$ cat src/rtl/clk2_monitor.sv
// Checker for the divided clock clk2: edge ticks, run-length measurement,
// duty-pattern check, period counting, and lock/error status.
module clk2_monitor #(
  parameter int unsigned EXP_HIGH     = 2,
  parameter int unsigned EXP_LOW      = 2,
  parameter int unsigned CNT_W        = 8,
  parameter int unsigned LOCK_PERIODS = 4
) (
  input  logic             clk,
  input  logic             rst,
  input  logic             en,
  input  logic             clk2,
  input  logic             err_clr,
  output logic             rise_tick,
  output logic             fall_tick,
  output logic             locked,
  output logic             err_pulse,
  output logic             err_sticky,
  output logic [CNT_W-1:0] period_cnt,
  output logic [CNT_W-1:0] last_high,
  output logic [CNT_W-1:0] last_low
);

  localparam int unsigned STREAK_W = $clog2(LOCK_PERIODS + 1);
  localparam logic [CNT_W-1:0] CNT_MAX = {CNT_W{1'b1}};

  typedef enum logic [1:0] {IDLE, SYNC, HIGH, LOW} state_t;

  state_t              state;
  logic                c2_q;
  logic [CNT_W-1:0]    run_cnt;
  logic [STREAK_W-1:0] streak;
  logic [STREAK_W-1:0] streak_nxt;
  logic                run_bad;
  logic                period_bad;
  logic                rise;
  logic                fall;
  logic                err_high;
  logic                err_low;
  logic                err_now;

  assign rise = clk2 & ~c2_q;
  assign fall = ~clk2 & c2_q;

  // A run is bad if it ends short, or once when it is about to overrun.
  assign err_high = (state == HIGH) &&
                    (fall ? (run_cnt < CNT_W'(EXP_HIGH))
                          : ((run_cnt == CNT_W'(EXP_HIGH)) && !run_bad));
  assign err_low  = (state == LOW) &&
                    (rise ? (run_cnt < CNT_W'(EXP_LOW))
                          : ((run_cnt == CNT_W'(EXP_LOW)) && !run_bad));
  assign err_now  = en && (err_high || err_low);

  always_comb begin
    streak_nxt = streak;
    if (!en || err_now) begin
      streak_nxt = '0;
    end else if ((state == LOW) && rise) begin
      if (period_bad)
        streak_nxt = '0;
      else if (streak != STREAK_W'(LOCK_PERIODS))
        streak_nxt = streak + STREAK_W'(1);
    end
  end

  always_ff @(posedge clk) begin
    if (rst) begin
      state      <= IDLE;
      c2_q       <= 1'b0;
      run_cnt    <= CNT_W'(1);
      streak     <= '0;
      run_bad    <= 1'b0;
      period_bad <= 1'b0;
      rise_tick  <= 1'b0;
      fall_tick  <= 1'b0;
      locked     <= 1'b0;
      err_pulse  <= 1'b0;
      err_sticky <= 1'b0;
      period_cnt <= '0;
      last_high  <= '0;
      last_low   <= '0;
    end else begin
      c2_q       <= clk2;
      run_cnt    <= (rise || fall) ? CNT_W'(1)
                  : ((run_cnt == CNT_MAX) ? run_cnt : run_cnt + CNT_W'(1));
      rise_tick  <= en && (state != IDLE) && rise;
      fall_tick  <= en && (state != IDLE) && fall;
      err_pulse  <= err_now;
      err_sticky <= err_now || (err_sticky && !err_clr);
      streak     <= streak_nxt;
      locked     <= (streak_nxt == STREAK_W'(LOCK_PERIODS));

      if (!en) begin
        state      <= IDLE;
        run_bad    <= 1'b0;
        period_bad <= 1'b0;
      end else begin
        case (state)
          IDLE: state <= SYNC;
          // Runs before the first rise are partial and never checked.
          SYNC: if (rise) begin
            state      <= HIGH;
            run_bad    <= 1'b0;
            period_bad <= 1'b0;
          end
          HIGH: if (fall) begin
            last_high  <= run_cnt;
            run_bad    <= 1'b0;
            period_bad <= period_bad || err_now;
            state      <= LOW;
          end else if (err_now) begin
            run_bad    <= 1'b1;
            period_bad <= 1'b1;
          end
          LOW: if (rise) begin
            last_low   <= run_cnt;
            period_cnt <= period_cnt + CNT_W'(1);
            run_bad    <= 1'b0;
            period_bad <= 1'b0;
            state      <= HIGH;
          end else if (err_now) begin
            run_bad    <= 1'b1;
            period_bad <= 1'b1;
          end
          default: state <= IDLE;
        endcase
      end
    end
  end

endmodule
$ cat config.mk
export PLATFORM = sky130hd
export DESIGN_NAME = clk2_monitor
export DESIGN_NICKNAME = d
export VERILOG_FILES = /design/src/rtl/clk2_monitor.sv
export SDC_FILE = /design/constraint.sdc
export NUM_CORES = 1
export LEC_CHECK = 0
export ABC_AREA = 1
export CORE_ASPECT_RATIO = 1.25
export CORE_MARGIN = 2
export CORE_UTILIZATION = 66
export CTS_CLUSTER_SIZE = 25
export DETAILED_ROUTE_END_ITERATION = 10
export DONT_BUFFER_PORTS = 1
export GPL_TIMING_DRIVEN = 1
export HOLD_SLACK_MARGIN = 0.02
export PLACE_DENSITY = 0.88
export SYNTH_ARGS = -nofsm -noshare
export SYNTH_HDL_FRONTEND = slang
export SYNTH_SLANG_ARGS = --single-unit
$ cat constraint.sdc
create_clock -name clk -period 3.93 [get_ports clk]
set_input_delay 0.5895 -clock clk [delete_from_list [all_inputs] [get_ports clk]]
set_output_delay 0.5895 -clock clk [all_outputs]
set_load 0.01 [all_outputs]
==> flow_metrics.py, run 1 <==
metrics = {
    "setup_path": {
        "r2r.worst_path.cells": 7,
        "slowest_delay_ns": 0.38,
        "crit_slowest_cell": "nor2_4",
        "end_kind": "flip-flop",
        "worst-setup-path-type": "reg2reg",
        "cp_cell_sequence": "inv_1 > ha_1 > nand3_2 > nor2_4 > nand4_2 > o21ai_0 > nor2_1",
        "worst_setup_path_start_kind": "flip-flop",
        "cp.required_ns": 4.22,
        "cp_data_arrival_time_ns": 1.92,
        "worstPathMaxFanout": 22,
    },
    "global_routing": {
        "grt_pass1_vias": 1543,
        "grt_pass1_wl_mm": 6.58,
        "antenna_found_initial": 0,
        "grt.overflow.total": 0,
        "track_usage": 0.260,
        "grt_start_max_net_pins": 24,
    },
    "power": {
        "vdd_drop_max_mv": 0.353,
        "power.total_mw": 0.724,
        "p_leak_nw": 0.863,
        "powerDensity_nw_per_um2": 356,
    },
    "logic_synthesis": {
        "synthArstFlopShare": 0,
        "yosysUniqueCellTypes": 30,
        "yosys-top-cells-area": "dfxtp_1 (46%), nor2_1 (7.4%), nand2_1 (6.9%), a21oi_1 (5.8%), inv_1 (5.3%)",
        "seq_area_frac_synth": 0.457,
        "synth_common_cells": "dfxtp_1 (45), nor2_1 (39), nand2_1 (36)",
        "synth_top_area_frac": 0.457,
        "synth.most_common_cell": "dfxtp_1",
        "yosysTopAreaCell": "dfxtp_1",
        "synth-main-ff-cell": "dfxtp_1",
        "synth_nets": 267,
        "syn_area_um2": 1970,
        "synth_seq_cells": 45,
        "synth-edff-count": 0,
        "syn_inst": 255,
        "yosysWarnings": 0,
        "syn_avg_cell_area_um2": 7.73,
    },
    "die": {
        "die-area_um2": 3440,
        "io_pins": 34,
        "placementRows": 22,
        "core_um2": 2890,
        "die_x_um": 52.9,
        "die-height_um": 65.1,
        "start_util": 0.682,
    },
    "clock_network": {
        "cts-root-buf": "clkbuf_4",
        "cts_sinks": 45,
        "clkLatencyLatePin_ns": 0.37,
        "path_clk_slew_ns": 0.14,
        "htreeDepth": 2,
        "cts_setup_buffers": 0,
        "ctsHoldBuffers": 0,
        "cts_made_buffers": 5,
        "clk_path_buf_depth": 2,
        "cts_tree": "done",
        "ctsResizeCount": 0,
    },
    "sta": {
        "worst_pin_slew_ns": 0.610,
        "final_hold_viol_count": 0,
        "period_needed_ns": 1.63,
        "finalSetupTns_ns": 0,
        "worst_slack_ns": 2.30,
        "clock.fmax_ghz": 0.612,
        "setup_viol": 0,
        "clock_skew_ns": 0.0108,
        "finalCritPeriodShare": 0.416,
        "rsz0062_at_grt": "no",
        "drv_slew": 0,
        "slew_headroom": 0.593,
    },
    "layout": {
        "final_layout_size_suffix_gt1_frac": 0.0973,
        "final_util": 0.704,
        "syn_to_final_growth_pct": 3.17,
        "diodes": 0,
        "fin_nets": 268,
        "postLayoutCellArea_um2": 2030,
    },
    "outcome": {
        "status": "finished clean",
    },
    "drt": {
        "drt_wl_total_mm": 3.93,
        "wl_per_cell_um": 13.4,
        "dr.pass1.iters": 4,
        "vias": 1636,
        "ant_nets": 0,
        "drt-initial-drc-count": 53,
        "post-route-drc-count": 0,
        "avgViaCountPerCell": 5.58,
    },
    "flow_run": {
        "drv_cap": 0,
    },
    "placed_design": {
        "dpl.hpwl_mm": 2.80,
        "io_buffers": 0,
        "dpl_cell_area_um2": 1970,
        "place_ws_ns": 2.05,
        "gp_congestion": 0.880,
    },
    "worst_hold_path": {
        "hold_depth": 1,
        "hold_path_class": "in2reg",
    },
}
-- logic make-up (layout without fill, tap and decap cells) --
| family | count (synthesis) | count (layout) | synth area share |
|---|---|---|---|
| AOI/OAI and AO/OA | 49 | 49 | 0.127 |
| xor gates and xnor gates | 3 | 3 | 0.0133 |
| adders and majority gates | 7 | 7 | 0.0444 |
| buffers and inverters | 37 | 39 | 0.0806 |
| DFF | 45 | 45 | 0.457 |
| and+or+nand+nor | 114 | 114 | 0.278 |
-- per-layer routing --
layer	global-route usage	wire, um	up-vias
met5	0	0	-
met4	0.131	92	0
met3	0.0773	270	9
met2	0.428	1990	46
met1	0.301	1580	749
li1	-	-	832
-- worst max-delay path: cells and delay by family, from the launching register on --
kind	cells	cell delay, ns
and+or+nand+nor	4	0.78
DFF	1	0.33
adders and majority gates	1	0.20
AOI/OAI and AO/OA	1	0.19
buffers and inverters	1	0.05
-- registers in the layout, indices dropped and copies added, names as in the netlist --
register,cells
c2_q,1
err_sticky,1
state,2
fall_tick,1
last_high,8
err_pulse,1
run_bad,1
period_cnt,8
last_low,8
period_bad,1
rise_tick,1
run_cnt,8
locked,1
streak,3
-- cells in the final DEF, fill, tap and decap left out, drive strengths merged --
cell type and n:
inv 31, nor3 6, and3 2, nand3b 1
ha 7, nand2 39, o211ai 1, o21ai 23
a21oi 23, clkinv 3, a31oi 1, o22ai 1
clkbuf 5, xor2 3, nand4 4, nor3b 3
nand3 17, dfxtp 45, nor2 42
-- power by group --
part / total, mW / switching [mW] / internal, mW
registers: 0.467 / 0.00627 / 0.461
logic: 0.0279 / 0.0187 / 0.00920
clock network: 0.230 / 0.159 / 0.0710
-- metrics by stage --
step / cells / hold WS, ns
after floorplan: 255 / 0.446
after global placement: 285 / 0.458
after detailed placement: 285 / 0.468
after CTS: 293 / 0.254
after global routing: 293 / 0.234
final: 293 / 0.257
-- worst paths after layout --
path / from / end / slack (ns)
max: c2_q / period_cnt[6] / 2.30
max reg2reg: c2_q / period_cnt[6] / 2.30
min: rst / period_cnt[3] / 0.26
min reg2reg: run_bad / run_bad / 0.49
-- layout make-up --
class / count / area (um^2)
Multi-Input combinational cell: 173 / 912
Sequential cell: 45 / 901
Fill cell: 251 / 856
Inverter: 31 / 116
Tap cell: 36 / 45.0
Clock buffer: 5 / 37.5
Clock inverter: 3 / 22.5
Note: power is estimated with default switching activity, not from simulation.
==> inputs of run 2 (changes only) <==
- CORE_UTILIZATION: 66 -> 61
- PLACE_DENSITY: 0.88 -> 0.83
- clock period: 3.93 -> 1.7 ns (I/O delays scaled with it)
==> flow_metrics.py, run 2 (synthesized netlist as in run 1, its figures left out) <==
metrics = {
    "outcome": {
        "status": "finished clean",
    },
    "layout": {
        "fin_nets": 273,
        "syn_to_final_growth_pct": 6.98,
        "final_layout_size_suffix_gt1_frac": 0.111,
        "diodes": 0,
        "layout_commonest_cell": "dfxtp_1",
        "layout_common_cells": "dfxtp_1 (45), nor2_1 (39), nand2_1 (36)",
    },
    "drt": {
        "drt-initial-drc-count": 44,
        "post-route-drc-count": 0,
        "dr.pass1.iters": 4,
        "vias": 1630,
        "wl_per_cell_um": 13.6,
        "drt_wl_total_mm": 4.05,
        "ant_nets": 0,
        "avgViaCountPerCell": 5.45,
    },
    "clock_network": {
        "clk_path_buf_depth": 2,
        "clkLatencyLatePin_ns": 0.30,
        "cts_setup_buffers": 0,
        "cts_made_buffers": 5,
        "ctsHoldBuffers": 1,
        "cts_tree": "done",
        "cts_sinks": 45,
        "htreeDepth": 2,
        "path_clk_slew_ns": 0.09,
        "cts-root-buf": "clkbuf_8",
        "ctsResizeCount": 0,
    },
    "sta": {
        "rsz0062_at_grt": "no",
        "hold_ws_ns": 0.0850,
        "worst_slack_ns": 0.229,
        "finalCritPeriodShare": 0.865,
        "finalSetupTns_ns": 0,
        "slew_headroom": 0.740,
        "clock_skew_ns": 0.00606,
        "worst_pin_slew_ns": 0.389,
        "period_needed_ns": 1.47,
        "drv_slew": 0,
        "final_hold_viol_count": 0,
        "clock.fmax_ghz": 0.680,
        "setup_viol": 0,
    },
    "placed_design": {
        "place_ws_ns": 0.262,
        "dpl.hpwl_mm": 2.91,
        "io_buffers": 0,
        "gp_congestion": 0.917,
    },
    "setup_path": {
        "cp_data_arrival_time_ns": 1.66,
        "end_kind": "flip-flop",
        "reg2reg_to": "period_cnt[2]",
        "worstPathMaxFanout": 16,
        "worst-setup-path-type": "reg2reg",
        "slowest_delay_ns": 0.32,
        "cp.required_ns": 1.89,
        "r2r-start": "c2_q",
        "worst-path-stages": 7,
        "r2r.worst_path.cells": 7,
        "timing.critical_path.buf_inv": 2,
        "worst_setup_path_start_kind": "flip-flop",
        "reg2reg_slack_ns": 0.23,
        "crit_slowest_cell": "dfxtp_1",
        "critical-path-top-delay-family": "simple AND/OR/NAND/NOR gates",
        "cp_cell_sequence": "inv_1 > ha_1 > nand3_2 > nor2_4 > buf_4 > and3_1 > nor3_2",
    },
    "global_routing": {
        "grt_pass1_wl_mm": 6.33,
        "antenna_found_initial": 0,
        "grt_start_max_net_pins": 20,
        "grt_pass1_vias": 1422,
        "track_usage": 0.238,
        "grt.overflow.total": 0,
    },
    "die": {
        "die-area_um2": 3710,
        "start_util": 0.629,
        "die_x_um": 54.9,
        "placementRows": 23,
        "core_um2": 3140,
        "io_pins": 34,
        "die-height_um": 67.6,
    },
    "worst_hold_path": {
        "hold_end": "fall_tick",
        "hold_path_class": "in2reg",
        "worstHoldStart": "en",
        "hold_depth": 2,
    },
    "power": {
        "p_leak_nw": 0.898,
        "vdd_drop_max_mv": 0.768,
        "powerDensity_nw_per_um2": 869,
    },
    "flow_run": {
        "drv_cap": 0,
    },
}
-- run 2: worst max-delay path by stage --
stage / startpoint / end / slack (ns)
floorplan: run_cnt[1] / run_cnt[2] / 0.39
global placement: c2_q / period_cnt[2] / 0.31
detailed placement: c2_q / period_cnt[2] / 0.26
CTS: c2_q / period_cnt[2] / 0.24
global route: c2_q / locked / 0.10
finish: c2_q / period_cnt[2] / 0.23
-- run 2: layout make-up --
| class | instances | area (um^2) |
|---|---|---|
| sequential | 45 | 901 |
| clock buffer | 5 | 68.8 |
| timing repair buffer | 5 | 40.0 |
| fill | 257 | 1030 |
| multi-input combinational | 173 | 912 |
| tap | 37 | 46.3 |
| clock inverter | 3 | 25.0 |
| inverter | 31 | 116 |
-- run 2: through the flow --
step                 util  cells  area (um^2)  power (mW)
floorplan               -    255         1970        1.15
global placement    0.639    290         2010        1.17
detailed placement  0.639    290         2010        1.17
CTS                 0.673    299         2110        1.85
global route        0.673    299         2110        1.90
finish              0.673    299         2110        1.83
-- run 2: worst reg2reg max path, delay by kind of cell (launching register included) --
family                     cells  cell delay, ns
adders and majority gates      1            0.19
buffers and inverters          2            0.27
DFF                            1            0.32
and+or+nand+nor                4            0.58
-- run 2: layer usage --
| metal | routed length [um] | global-route usage |
|---|---|---|
| met2 | 2050 | 0.396 |
| met4 | 63 | 0.0938 |
| met3 | 239 | 0.0796 |
| met5 | 0 | 0 |
| met1 | 1700 | 0.275 |
-- run 2: where the power goes --
| group | switching (mW) | internal [mW] | leakage [nW] |
|---|---|---|---|
| registers | 0.0111 | 1.06 | 0.363 |
| clock network | 0.382 | 0.296 | 0.0447 |
| logic | 0.0532 | 0.0272 | 0.490 |
==> inputs of run 3 (changes only) <==
- CORE_UTILIZATION: 61 -> 55
- PLACE_DENSITY: 0.83 -> 0.79
- clock period: 1.7 -> 1.2 ns (I/O delays scaled with it)
==> flow_metrics.py, run 3 (synthesized netlist as in run 1, its figures left out) <==
metrics = {
    "power": {
        "powerDensity_nw_per_um2": 1040,
        "vdd_drop_max_mv": 1.32,
        "power.total_mw": 2.92,
        "p_leak_nw": 1.21,
    },
    "sta": {
        "rsz0062_at_grt": "yes",
        "worst_slack_ns": -0.176,
        "setup_viol": 29,
        "worst_pin_slew_ns": 0.511,
        "finalSetupTns_ns": -2.80,
        "period_needed_ns": 1.38,
        "final_hold_viol_count": 0,
        "drv_slew": 0,
        "slew_headroom": 0.658,
        "clock_skew_ns": 0.0138,
        "clock.fmax_ghz": 0.727,
        "finalCritPeriodShare": 1.15,
    },
    "setup_path": {
        "cp.required_ns": 1.42,
        "cp_cell_sequence": "ha_4 > nand2_4 > inv_4 > nand2_4 > nor3_4 > nand2_4 > buf_6 > a31oi_1",
        "reg2reg_slack_ns": -0.18,
        "crit_top_cell": "nand2_4",
        "reg2reg_to": "run_cnt[4]",
        "cp_data_arrival_time_ns": 1.60,
        "r2r.worst_path.cells": 8,
        "worst-setup-path-type": "reg2reg",
        "end_kind": "flip-flop",
        "worst_setup_path_start_kind": "flip-flop",
        "slowest_delay_ns": 0.37,
        "crit_slowest_cell": "dfxtp_4",
        "r2r-start": "run_cnt[0]",
        "worstPathMaxFanout": 6,
    },
    "clock_network": {
        "cts_made_buffers": 5,
        "cts_tree": "done",
        "cts-root-buf": "clkbuf_8",
        "cts_sinks": 45,
        "clkLatencyLatePin_ns": 0.31,
        "htreeDepth": 2,
        "path_clk_slew_ns": 0.09,
        "clk_path_buf_depth": 2,
    },
    "layout": {
        "syn_to_final_growth_pct": 42.6,
        "fin_nets": 312,
        "layout_commonest_cell": "dfxtp_1",
        "diodes": 0,
        "final_layout_size_suffix_gt1_frac": 0.389,
        "layout_common_cells": "dfxtp_1 (39), nor2_1 (31), buf_4 (29)",
    },
    "drt": {
        "ant_nets": 0,
        "wl_per_cell_um": 17.2,
        "dr.pass1.iters": 4,
        "drt_wl_total_mm": 5.86,
        "avgViaCountPerCell": 5.84,
        "post-route-drc-count": 0,
        "drt-initial-drc-count": 164,
        "vias": 1984,
    },
    "die": {
        "core_um2": 3450,
        "io_pins": 34,
        "die-height_um": 70.9,
        "start_util": 0.571,
        "die-area_um2": 4080,
        "placementRows": 24,
        "die_x_um": 57.6,
    },
    "worst_hold_path": {
        "hold_path_class": "in2reg",
        "worstHoldStart": "en",
        "hold_depth": 2,
        "hold_end": "streak[0]",
    },
    "global_routing": {
        "grt_pass1_vias": 1801,
        "grt_start_max_net_pins": 16,
        "grt_pass1_wl_mm": 7.80,
        "track_usage": 0.246,
        "antenna_found_initial": 0,
        "grt.overflow.total": 0,
    },
    "placed_design": {
        "io_buffers": 0,
        "gp_congestion": 0.868,
        "dpl.hpwl_mm": 3.13,
    },
    "outcome": {
        "failed_checks": "negative setup slack",
        "status": "complete, but fails checks",
    },
    "flow_run": {
        "drv_cap": 0,
    },
}
## run 3: cell types whose count changed in the layout (fill, tap and decap cells not counted), moves of 9 or more
cell     delta
nand2_1    -10
o21ai_1     +9
o21ai_0    -15
a21oi_1    -10
buf_4      +25
## run 3: worst max path at each step
| stage | from | end | slack [ns] |
|---|---|---|---|
| after CTS | c2_q | locked | -0.12 |
| after detailed placement | c2_q | locked | -0.14 |
| after floorplan | run_cnt[1] | run_cnt[2] | -0.04 |
| final | run_cnt[0] | run_cnt[4] | -0.18 |
| after global placement | c2_q | period_cnt[0] | -0.13 |
| after global routing | c2_q | period_cnt[5] | -0.25 |
## run 3: what timing repair did
action	4_1_cts	5_1_grt
hold buffers	2	1
gates resized for setup	34	62
buffers inserted	5	6
pin swaps	12	26
endpoints found under the hold margin	10	1
setup endpoints to repair	37	40
gates cloned	2	2
## run 3: through the flow
stage | hold slack (ns) | setup WS (ns) | area, um^2 | instances | utilization
after global routing | 0.0160 | -0.254 | 2810 | 340 | 0.814
final | 0.0112 | -0.176 | 2810 | 340 | 0.814
after floorplan | 0.309 | -0.0384 | 2010 | 255 | -
after global placement | 0.251 | -0.129 | 2230 | 315 | 0.645
after CTS | 0.0119 | -0.120 | 2510 | 332 | 0.728
after detailed placement | 0.253 | -0.143 | 2230 | 315 | 0.645
## run 3: cell type report
class	instances	area (um^2)
multi-input cells	173	1200
flip-flops and latches	45	916
fillers	181	641
repair buffers	43	395
inverters	31	126
clock buffers	5	68.8
well taps	39	48.8
clock inverters	3	46.3
repair inverters	1	7.51
## run 3: routing by layer
layer  track usage  share of wire  vias to the layer above
met5             0              0                        -
met4         0.114          0.044                        0
met3        0.0676          0.059                       29
met2         0.427           0.52                       72
met1         0.274           0.37                      954
li1              -              -                      929
## run 3: where the power goes
group | switching [mW] | total, mW | internal, mW
clock | 0.560 | 1.18 | 0.623
sequential | 0.0186 | 1.52 | 1.51
combinational | 0.121 | 0.210 | 0.0891
## run 3: critical path: cells and delay by family (launching register included)
family,cells,cell delay (ns)
AND/OR/NAND/NOR,4,0.44
buffers and inverters,2,0.19
flip-flops,1,0.37
AO/OA/AOI/OAI,1,0.15
adder cells (fa/ha/maj),1,0.15
